[src/rtl/dbg_instr_gen.sv]
`default_nettype none
// ============================================================================
//  Module   : dbg_instr_gen
//  Purpose  : Debug abstract-command instruction generator. Turns one
//             GPR/CSR/memory access command into a short RV64I/Zicsr
//             instruction sequence and injects it one instruction at a time,
//             waiting for each to retire. x31/x30 are preserved through two
//             scratch CSRs and are restored even when a step traps.
//  Ports    : clk, rst_n                  clock, async active-low reset
//             cmd_valid/cmd_ready         command handshake
//             cmd_op/cmd_regno/cmd_size   command fields
//             instr_valid/instr_ready     injected instruction handshake
//             instr                       encoded instruction (registered)
//             instr_retire/instr_exc      retirement / trap of injected instr
//             rsp_valid/rsp_err           one-cycle completion pulse + status
//             busy                        high whenever not idle
//  Revision : 1.0  initial release
// ============================================================================
module dbg_instr_gen #(
   parameter logic [11:0] DATA0_CSR = 12'h7B2,
   parameter logic [11:0] DATA1_CSR = 12'h7B3,
   parameter logic [11:0] SCR0_CSR  = 12'h7C0,
   parameter logic [11:0] SCR1_CSR  = 12'h7C1
) (
   input  logic        clk,
   input  logic        rst_n,
   input  logic        cmd_valid,
   output logic        cmd_ready,
   input  logic [2:0]  cmd_op,
   input  logic [11:0] cmd_regno,
   input  logic [1:0]  cmd_size,
   output logic        instr_valid,
   input  logic        instr_ready,
   output logic [31:0] instr,
   input  logic        instr_retire,
   input  logic        instr_exc,
   output logic        rsp_valid,
   output logic        rsp_err,
   output logic        busy
);

   localparam logic [2:0] OP_GPR_RD = 3'd0;
   localparam logic [2:0] OP_GPR_WR = 3'd1;
   localparam logic [2:0] OP_CSR_RD = 3'd2;
   localparam logic [2:0] OP_CSR_WR = 3'd3;
   localparam logic [2:0] OP_MEM_RD = 3'd4;
   localparam logic [2:0] OP_MEM_WR = 3'd5;

   localparam logic [2:0] F3_RW = 3'b001;
   localparam logic [2:0] F3_RS = 3'b010;

   typedef enum logic [1:0] {
      S_IDLE  = 2'd0,
      S_ISSUE = 2'd1,
      S_WAIT  = 2'd2,
      S_RESP  = 2'd3
   } state_t;

   function automatic logic [31:0] csr_instr(input logic [11:0] csr, input logic [4:0] rs1,
                                             input logic [2:0] f3, input logic [4:0] rd);
      return {csr, rs1, f3, rd, 7'h73};
   endfunction

   // Index of the final step of each sequence (always the swap31 restore for
   // multi-step ops).
   function automatic logic [2:0] last_of(input logic [2:0] op);
      case (op)
         OP_CSR_RD, OP_CSR_WR: return 3'd3;
         OP_MEM_RD:            return 3'd4;
         OP_MEM_WR:            return 3'd6;
         default:              return 3'd0;
      endcase
   endfunction

   function automatic logic [31:0] encode(input logic [2:0] op, input logic [11:0] regno,
                                          input logic [1:0] size, input logic [2:0] step);
      logic [31:0] swap31;
      logic [31:0] swap30;
      logic [31:0] load;
      logic [31:0] store;
      swap31 = csr_instr(SCR0_CSR, 5'd31, F3_RW, 5'd31);
      swap30 = csr_instr(SCR1_CSR, 5'd30, F3_RW, 5'd30);
      load   = {12'h000, 5'd31, 1'b0, size, 5'd31, 7'h03};
      store  = {7'h00, 5'd30, 5'd31, 1'b0, size, 5'h00, 7'h23};
      case (op)
         OP_GPR_RD: return csr_instr(DATA0_CSR, regno[4:0], F3_RW, 5'd0);
         OP_GPR_WR: return csr_instr(DATA0_CSR, 5'd0, F3_RS, regno[4:0]);
         OP_CSR_RD:
            case (step)
               3'd1:    return csr_instr(regno, 5'd0, F3_RS, 5'd31);
               3'd2:    return csr_instr(DATA0_CSR, 5'd31, F3_RW, 5'd0);
               default: return swap31;
            endcase
         OP_CSR_WR:
            case (step)
               3'd1:    return csr_instr(DATA0_CSR, 5'd0, F3_RS, 5'd31);
               3'd2:    return csr_instr(regno, 5'd31, F3_RW, 5'd0);
               default: return swap31;
            endcase
         OP_MEM_RD:
            case (step)
               3'd1:    return csr_instr(DATA1_CSR, 5'd0, F3_RS, 5'd31);
               3'd2:    return load;
               3'd3:    return csr_instr(DATA0_CSR, 5'd31, F3_RW, 5'd0);
               default: return swap31;
            endcase
         OP_MEM_WR:
            case (step)
               3'd1, 3'd5: return swap30;
               3'd2:       return csr_instr(DATA1_CSR, 5'd0, F3_RS, 5'd31);
               3'd3:       return csr_instr(DATA0_CSR, 5'd0, F3_RS, 5'd30);
               3'd4:       return store;
               default:    return swap31;
            endcase
         default: return 32'h0;
      endcase
   endfunction

   state_t      state_q, state_d;
   logic [2:0]  op_q, op_d;
   logic [11:0] regno_q, regno_d;
   logic [1:0]  size_q, size_d;
   logic [2:0]  step_q, step_d;
   logic        saved31_q, saved31_d;
   logic        saved30_q, saved30_d;
   logic        err_q, err_d;
   logic [31:0] instr_q, instr_d;

   logic        cmd_illegal;
   logic [2:0]  last_step;
   logic [2:0]  restore_start;
   logic        have_next;
   logic [2:0]  next_step;

   assign cmd_illegal   = (cmd_op[2:1] == 2'b11) ||
                          ((cmd_op[2:1] == 2'b00) && (cmd_regno[11:5] != 7'd0));
   assign last_step     = last_of(op_q);
   // Steps from here on are restore swaps: a trap there just moves on.
   assign restore_start = (op_q == OP_MEM_WR) ? 3'd5 : last_step;

   always_comb begin
      state_d   = state_q;
      op_d      = op_q;
      regno_d   = regno_q;
      size_d    = size_q;
      step_d    = step_q;
      saved31_d = saved31_q;
      saved30_d = saved30_q;
      err_d     = err_q;
      instr_d   = instr_q;
      have_next = 1'b0;
      next_step = step_q + 3'd1;

      case (state_q)
         S_IDLE: begin
            if (cmd_valid) begin
               op_d      = cmd_op;
               regno_d   = cmd_regno;
               size_d    = cmd_size;
               step_d    = 3'd0;
               saved31_d = 1'b0;
               saved30_d = 1'b0;
               err_d     = cmd_illegal;
               if (cmd_illegal) begin
                  state_d = S_RESP;
               end else begin
                  instr_d = encode(cmd_op, cmd_regno, cmd_size, 3'd0);
                  state_d = S_ISSUE;
               end
            end
         end
         S_ISSUE: begin
            if (instr_ready) state_d = S_WAIT;
         end
         S_WAIT: begin
            // A trap wins over a simultaneous retire.
            if (instr_exc) begin
               err_d = 1'b1;
               if (step_q >= restore_start) begin
                  have_next = (step_q != last_step);
               end else if (saved30_q) begin
                  // saved30 implies saved31, so swap31 follows naturally.
                  have_next = 1'b1;
                  next_step = last_step - 3'd1;
               end else if (saved31_q) begin
                  have_next = 1'b1;
                  next_step = last_step;
               end
            end else if (instr_retire) begin
               if ((op_q[2:1] != 2'b00) && (step_q == 3'd0)) saved31_d = 1'b1;
               if ((op_q == OP_MEM_WR) && (step_q == 3'd1))  saved30_d = 1'b1;
               have_next = (step_q != last_step);
            end
            if (instr_exc || instr_retire) begin
               if (have_next) begin
                  step_d  = next_step;
                  instr_d = encode(op_q, regno_q, size_q, next_step);
                  state_d = S_ISSUE;
               end else begin
                  state_d = S_RESP;
               end
            end
         end
         S_RESP: begin
            state_d = S_IDLE;
         end
         default: begin
            state_d = S_IDLE;
         end
      endcase
   end

   always_ff @(posedge clk or negedge rst_n) begin
      if (!rst_n) begin
         state_q   <= S_IDLE;
         op_q      <= 3'd0;
         regno_q   <= 12'd0;
         size_q    <= 2'd0;
         step_q    <= 3'd0;
         saved31_q <= 1'b0;
         saved30_q <= 1'b0;
         err_q     <= 1'b0;
         instr_q   <= 32'h0;
      end else begin
         state_q   <= state_d;
         op_q      <= op_d;
         regno_q   <= regno_d;
         size_q    <= size_d;
         step_q    <= step_d;
         saved31_q <= saved31_d;
         saved30_q <= saved30_d;
         err_q     <= err_d;
         instr_q   <= instr_d;
      end
   end

   // cmd_ready is gated by rst_n so every output reads 0 while reset is held.
   assign cmd_ready   = (state_q == S_IDLE) && rst_n;
   assign instr_valid = (state_q == S_ISSUE);
   assign instr       = instr_q;
   assign rsp_valid   = (state_q == S_RESP);
   assign rsp_err     = (state_q == S_RESP) && err_q;
   assign busy        = (state_q != S_IDLE);

endmodule
`default_nettype wire

[config.mk]
export PLATFORM = sky130hd
export DESIGN_NAME = dbg_instr_gen
export DESIGN_NICKNAME = d
export VERILOG_FILES = /design/src/rtl/dbg_instr_gen.sv
export SDC_FILE = /design/constraint.sdc
export NUM_CORES = 1
export LEC_CHECK = 0
export CELL_PAD_IN_SITES_DETAIL_PLACEMENT = 0
export CELL_PAD_IN_SITES_GLOBAL_PLACEMENT = 1
export CORE_MARGIN = 2
export CORE_UTILIZATION = 30
export CTS_CLUSTER_DIAMETER = 30
export DETAILED_ROUTE_END_ITERATION = 8
export GPL_ROUTABILITY_DRIVEN = 0
export PLACE_DENSITY_LB_ADDON = 0.1
export SLEW_MARGIN = 20
export SYNTH_ARGS = -nofsm -noshare
export SYNTH_HDL_FRONTEND = slang
export SYNTH_SLANG_ARGS = --single-unit
[constraint.sdc]
create_clock -name clk -period 3.4 [get_ports clk]
set_input_delay 0.68 -clock clk [delete_from_list [all_inputs] [get_ports clk]]
set_output_delay 0.68 -clock clk [all_outputs]
set_load 0.005 [all_outputs]
==> results.json, run 1 <==
{
  "worst_slack_ps": 240,
  "drive_gt1_share_pct": 14.9,
  "critPathArrivalTime_ps": 3340,
  "grt_pass1_vias": 3521,
  "netlist_instances": 432,
  "status": "finished, final reports clean",
  "fp.dieW_um": 113,
  "cts_root_buf": "clkbuf_16",
  "cp_top_family": "compound AO/OA/AOI/OAI gates",
  "antenna_found_initial": 0,
  "wirelength_um": 12200,
  "synth_cell_types": 73,
  "finalSetupViolations": 0,
  "cts-htree-levels": 2,
  "ys_warn_count": 0,
  "post_dp_cell_area_um2": 4450,
  "leakage_nw": 1.95,
  "async_flop_share_pct": 100,
  "nFillCells": 1196,
  "vias_per_cell": 5.40,
  "min_path_type": "flop to flop",
  "cts-buffers-inserted": 5,
  "hold_end": "regno_q[11]",
  "synth-main-ff-cell": "dfrtp_1",
  "final_nets": 538,
  "clkTransAtPathRegs_ps": 80,
  "pin_count": 60,
  "p_per_area_nw_per_um2": 1140,
  "clock_latency_ps": 300,
  "yosys.area.top_type": "dfrtp_1",
  "cp_num_buf_inv": 4,
  "clkSinkCount": 52,
  "required_ps": 3580,
  "drt_iter0_markers": 245,
  "worstMarginPinSlew_ps": 700,
  "hold_ws_ps": 479,
  "die_h_um": 113,
  "synth.most_common_cell": "nand2_1",
  "grt_setup_unrepaired": "no",
  "hold_viol_final": 0,
  "reg2reg_from": "op_q[1]",
  "cts_tree": "yes",
  "dieArea_um2": 12700,
  "ant_nets": 0,
  "total_power_w": 0.00525,
  "ys_seq_area_share_pct": 36.6,
  "r2r-end": "instr[17]",
  "antenna_cells": 0,
  "initial_core_util_pct": 31.0,
  "synth_edf_count": 0,
  "drc": 0,
  "drv_slew": 0,
  "wire_per_inst_um": 18.7,
  "finalClockSkew_ps": 8.34,
  "dp_hpwl_um": 9130,
  "synth_top_area_share_pct": 36.6,
  "path_max_fanout": 10,
  "finalCriticalPeriod_ps": 3160,
  "vdd_drop_max_mv": 0.364,
  "synth_commonest_cells": "nand2_1, dfrtp_1, nor2_1",
  "drt_pass1_iterations": 5,
  "dp_slack_ps": 85.8,
  "grt_max_degree": 53,
  "grt_pass1_wl_um": 20200,
  "vias": 3526,
  "worstSetupStartpointType": "flop",
  "cts-hold-fix-buffers": 0,
  "min_path_cells": 2,
  "cap_violations": 0,
  "worstRegToRegCells": 14,
  "hp-start": "regno_q[11]",
  "finalCritPeriodShare_pct": 92.9,
  "syn_area_per_cell_um2": 8.23,
  "cp-end-kind": "flop",
  "cts_buffer_depth": 2,
  "cpMaxStageDelayCell": "dfrtp_1",
  "synth_area_leaders": "dfrtp_1, nand2_1, a21oi_1",
  "fin_area_um2": 4610,
  "syn_to_final_growth_pct": 29.9,
  "rows": 39,
  "grt.overflow.total": 0,
  "cpPeakStageDelay_ps": 410,
  "setup-tns-final_ps": 0,
  "cp_common_cell": "buf_4",
  "max_slew_margin_pct": 53.3,
  "synth_area_um2": 3550,
  "fmax_mhz": 316,
  "crit_type": "flop to flop",
  "grt_usage_pct": 20.1,
  "path_cells": "nor2b_2 > inv_2 > nand2_1 > ha_1 > nor2b_1 > o211a_2 > buf_4 > o2bb2ai_2 > buf_12 > buf_4 > nand3_2 > a22o_1 > a221oi_1 > nor2_1",
  "synth_seq_cells": 52,
  "worst-r2r-setup-slack_ps": 240,
  "core_area_um2": 11500,
  "numPortBuffers": 56
}
## cell type report
cell class	count	area [um2]	area share (%)
inverters	15	56.3	1.22
multi-input cells	338	2050	44.5
repair buffers	97	876	19.0
well taps	143	179	3.88
clock inverters	3	22.5	0.488
clock buffers	5	125	2.71
flip-flops and latches	52	1300	28.2
## metrics by stage
step,instances,util (%)
finish,653,40.2
CTS,653,40.1
floorplan,434,-
global route,653,40.2
global placement,645,38.8
detailed placement,645,38.8
## cell usage in the layout, fill, tap and decap left out, drive strengths merged, types with 3 or more instances in the layout
cell,instances
ha,6
conb,3
clkbuf,5
o21ai,41
o31ai,10
nand3,6
dfrtp,52
nor2,45
o21a,3
nand4,4
nand2b,4
and3,4
nor3,7
mux2i,5
nand2,76
o2bb2ai,3
a21oi,40
a211oi,3
a31oi,10
nor2b,6
and2,4
a221oi,7
inv,16
buf,42
clkdlybuf4s50,55
or2,3
o22ai,6
## how the worst max path moves through the flow
stage	depth (start not counted)	end	slack, ps	startpoint
global placement	9	instr[8]	110	instr_exc
global route	12	instr[24]	60	op_q[1]
finish	14	instr[17]	240	op_q[1]
CTS	12	instr[8]	100	op_q[1]
floorplan	12	instr[16]	560	op_q[2]
detailed placement	9	instr[8]	90	instr_exc
## repair_timing
item	CTS	global route
setup endpoints to repair	0	9
gates resized for setup	0	4
setup buffers	0	0
## kinds of logic (layout without fill, tap and decap cells)
family,count (synthesis),in the layout,share of synthesized area [%]
xor+xnor,3,3,0.740
other cells,1,3,0.106
simple gates,170,170,22.7
mux,6,6,1.83
flops,52,52,36.6
compound gates,150,150,29.7
fa+ha+maj,6,6,2.11
buf+inv,44,120,6.13
## where the power goes
part / total, W / internal [W] / switching, W
sequential: 0.00114 / 0.000913 / 0.000227
combinational: 0.00359 / 0.00159 / 0.00200
clock: 0.000525 / 0.000276 / 0.000248
total: 0.00525 / 0.00278 / 0.00247
## layer usage
layer  vias to the layer above  track usage, %  wire length, um
met2                       113            32.3             5610
met4                         0            5.28              175
met5                         -               0                0
met1                      1689            28.3             5750
li1                       1713               -                -
met3                        11            3.11              671
## state kept, by name (all words and copies together) (netlist names), 2 cells and up
signal and count:
instr 27, state_q 2, step_q 3, op_q 3, regno_q 12, size_q 2
## tightest hold or removal path, cell delays in order, from the launching register on
cell     delay (ps)
dfrtp_1         350
nand2_1          50
nand2_1          50
No activity file was read; power rests on OpenSTA's default activity.
==> run 2, diff against run 1 <==
--- a/config.mk
+++ b/config.mk
@@ -12,6 +12,8 @@
 export CTS_CLUSTER_DIAMETER = 30
 export DETAILED_ROUTE_END_ITERATION = 8
 export GPL_ROUTABILITY_DRIVEN = 0
+export GPL_TIMING_DRIVEN = 0
+export HOLD_SLACK_MARGIN = 0.08
 export PLACE_DENSITY_LB_ADDON = 0.1
 export SLEW_MARGIN = 20
 export SYNTH_ARGS = -nofsm -noshare
==> results.json, run 2 (same netlist as run 1, synthesis figures left out) <==
{
  "grt.overflow.total": 0,
  "path_cells": "nand3b_1 > nand2_1 > ha_1 > nor2b_1 > o211a_1 > buf_6 > mux2i_1 > nand2_1 > a31oi_1 > o221ai_1 > a41oi_1",
  "drt_pass1_iterations": 5,
  "cts_buffer_depth": 2,
  "drt_iter0_markers": 272,
  "path_max_fanout": 10,
  "p_per_area_nw_per_um2": 1130,
  "core_area_um2": 11500,
  "wire_per_inst_um": 19.4,
  "total_power_w": 0.00510,
  "cp-end-kind": "flop",
  "clock_latency_ps": 310,
  "cts-buffers-inserted": 5,
  "clkTransAtPathRegs_ps": 70,
  "dp_hpwl_um": 9190,
  "layout_common_cells": "nand2_1, clkdlybuf4s50_1, dfrtp_1",
  "r2r-end": "instr[12]",
  "die_h_um": 113,
  "vias_per_cell": 5.48,
  "pin_count": 60,
  "wirelength_um": 12400,
  "grt_pass1_wl_um": 19600,
  "worst-r2r-setup-slack_ps": 230,
  "vdd_drop_max_mv": 0.299,
  "vias": 3513,
  "cpPeakStageDelay_ps": 480,
  "endpoint": "instr[12]",
  "final_nets": 526,
  "drv_slew": 0,
  "cp_common_cell": "nand2_1",
  "dieArea_um2": 12700,
  "status": "finished, final reports clean",
  "grt_usage_pct": 20.1,
  "syn_to_final_growth_pct": 27.2,
  "min_path_type": "input port to async pin",
  "cts_root_buf": "clkbuf_16",
  "finalCriticalPeriod_ps": 3170,
  "crit_type": "flop to flop",
  "required_ps": 3620,
  "fin_cells": 641,
  "hold_ws_ps": 410,
  "grt_max_degree": 54,
  "max_slew_margin_pct": 52.2,
  "cts_tree": "yes",
  "cpMaxStageDelayCell": "dfrtp_2",
  "worstSetupStartpointType": "flop",
  "numPortBuffers": 56,
  "worstMarginPinSlew_ps": 716,
  "reg2reg_from": "op_q[1]",
  "clkSinkCount": 52,
  "drive_gt1_share_pct": 11.8,
  "layout_commonest_cell": "nand2_1",
  "cts-htree-levels": 2,
  "drc": 0,
  "hold_viol_final": 0,
  "fmax_mhz": 315,
  "initial_core_util_pct": 31.0,
  "ant_nets": 0,
  "grt_pass1_vias": 3376,
  "crit_start": "op_q[1]",
  "dp.cells": 633,
  "cts-hold-fix-buffers": 0,
  "worstRegToRegCells": 11,
  "largest_reg_flops": 27,
  "cap_violations": 0,
  "nFillCells": 1239,
  "setup-tns-final_ps": 0,
  "leakage_nw": 1.85,
  "finalCritPeriodShare_pct": 93.4,
  "finalSetupViolations": 0,
  "rows": 39,
  "fp.dieW_um": 113,
  "finalClockSkew_ps": 10.3,
  "antenna_found_initial": 0,
  "critPathArrivalTime_ps": 3400,
  "antenna_cells": 0
}
## run 2: cell count changes in the layout (fill, tap and decap cells not counted), sizes merged
| cell | change |
|---|---|
| clkinv | -1 |
| clkbuf | +12 |
| buf | -24 |
| clkinvlp | +1 |
## run 2: repair_timing
item                                    in CTS  in global routing
buffers inserted                             0                  1
resized for setup                            4                 14
endpoints found under the setup margin       8                 26
## run 2: cell type report
class                      count  area [um2]  share of cell area, %
sequential                    52        1300                   28.8
buffer                        28         160                   3.54
clock buffer                   5         125                   2.77
tap                          143         179                   3.96
inverter                      15        58.8                   1.30
clock inverter                 3        21.3                  0.471
multi-input combinational    338        2110                   46.6
timing repair buffer          57         566                   12.5
## run 2: layer usage
layer  routed length, um  GRT usage (%)
met1                5980           29.3
met5                   0              0
met4                 179           5.28
met3                 739           2.73
met2                5510           31.3
## run 2: metrics by stage
| stage | util, % | setup WS (ps) | area, um2 |
|---|---|---|---|
| floorplan | - | 561 | 3560 |
| global placement | 37.5 | -1130 | 4300 |
| global route | 39.4 | -0.599 | 4520 |
| finish | 39.4 | 225 | 4520 |
| detailed placement | 37.5 | -179 | 4300 |
| CTS | 38.9 | 3.39 | 4460 |
## run 2: worst min path at each step
stage,start,end,slack [ps]
5_1_grt,rst_n,state_q[1],480
6_report,rst_n,state_q[1],410
4_1_cts,rst_n,state_q[1],460
3_5_place_dp,regno_q[11],regno_q[11],470
3_3_place_gp,instr[31],instr[31],470
2_1_floorplan,rst_n,err_q,380
## run 2: power by group
part	internal (W)	leakage (nW)	switching, W
clock network	0.000275	0.0702	0.000262
registers	0.000914	0.634	0.000226
logic	0.00138	1.15	0.00204
total	0.00257	1.85	0.00253
## run 2: worst max-delay path, delay by kind of cell, from the launching register on
family	cells	cell delay, ps
muxes	1	380
and+or+nand+nor	4	940
AOI/OAI and AO/OA	4	840
DFF	1	480
adders and majority gates	1	230
buffers and inverters	1	210
==> run 3, diff against run 2 <==
--- a/config.mk
+++ b/config.mk
@@ -9,7 +9,7 @@
 export CELL_PAD_IN_SITES_GLOBAL_PLACEMENT = 1
 export CORE_MARGIN = 2
 export CORE_UTILIZATION = 30
-export CTS_CLUSTER_DIAMETER = 30
+export CTS_CLUSTER_DIAMETER = 120
 export DETAILED_ROUTE_END_ITERATION = 8
 export GPL_ROUTABILITY_DRIVEN = 0
 export GPL_TIMING_DRIVEN = 0
==> results of run 3 <==
Same layout as run 2: the final DEF is identical, and so are final timing and power.
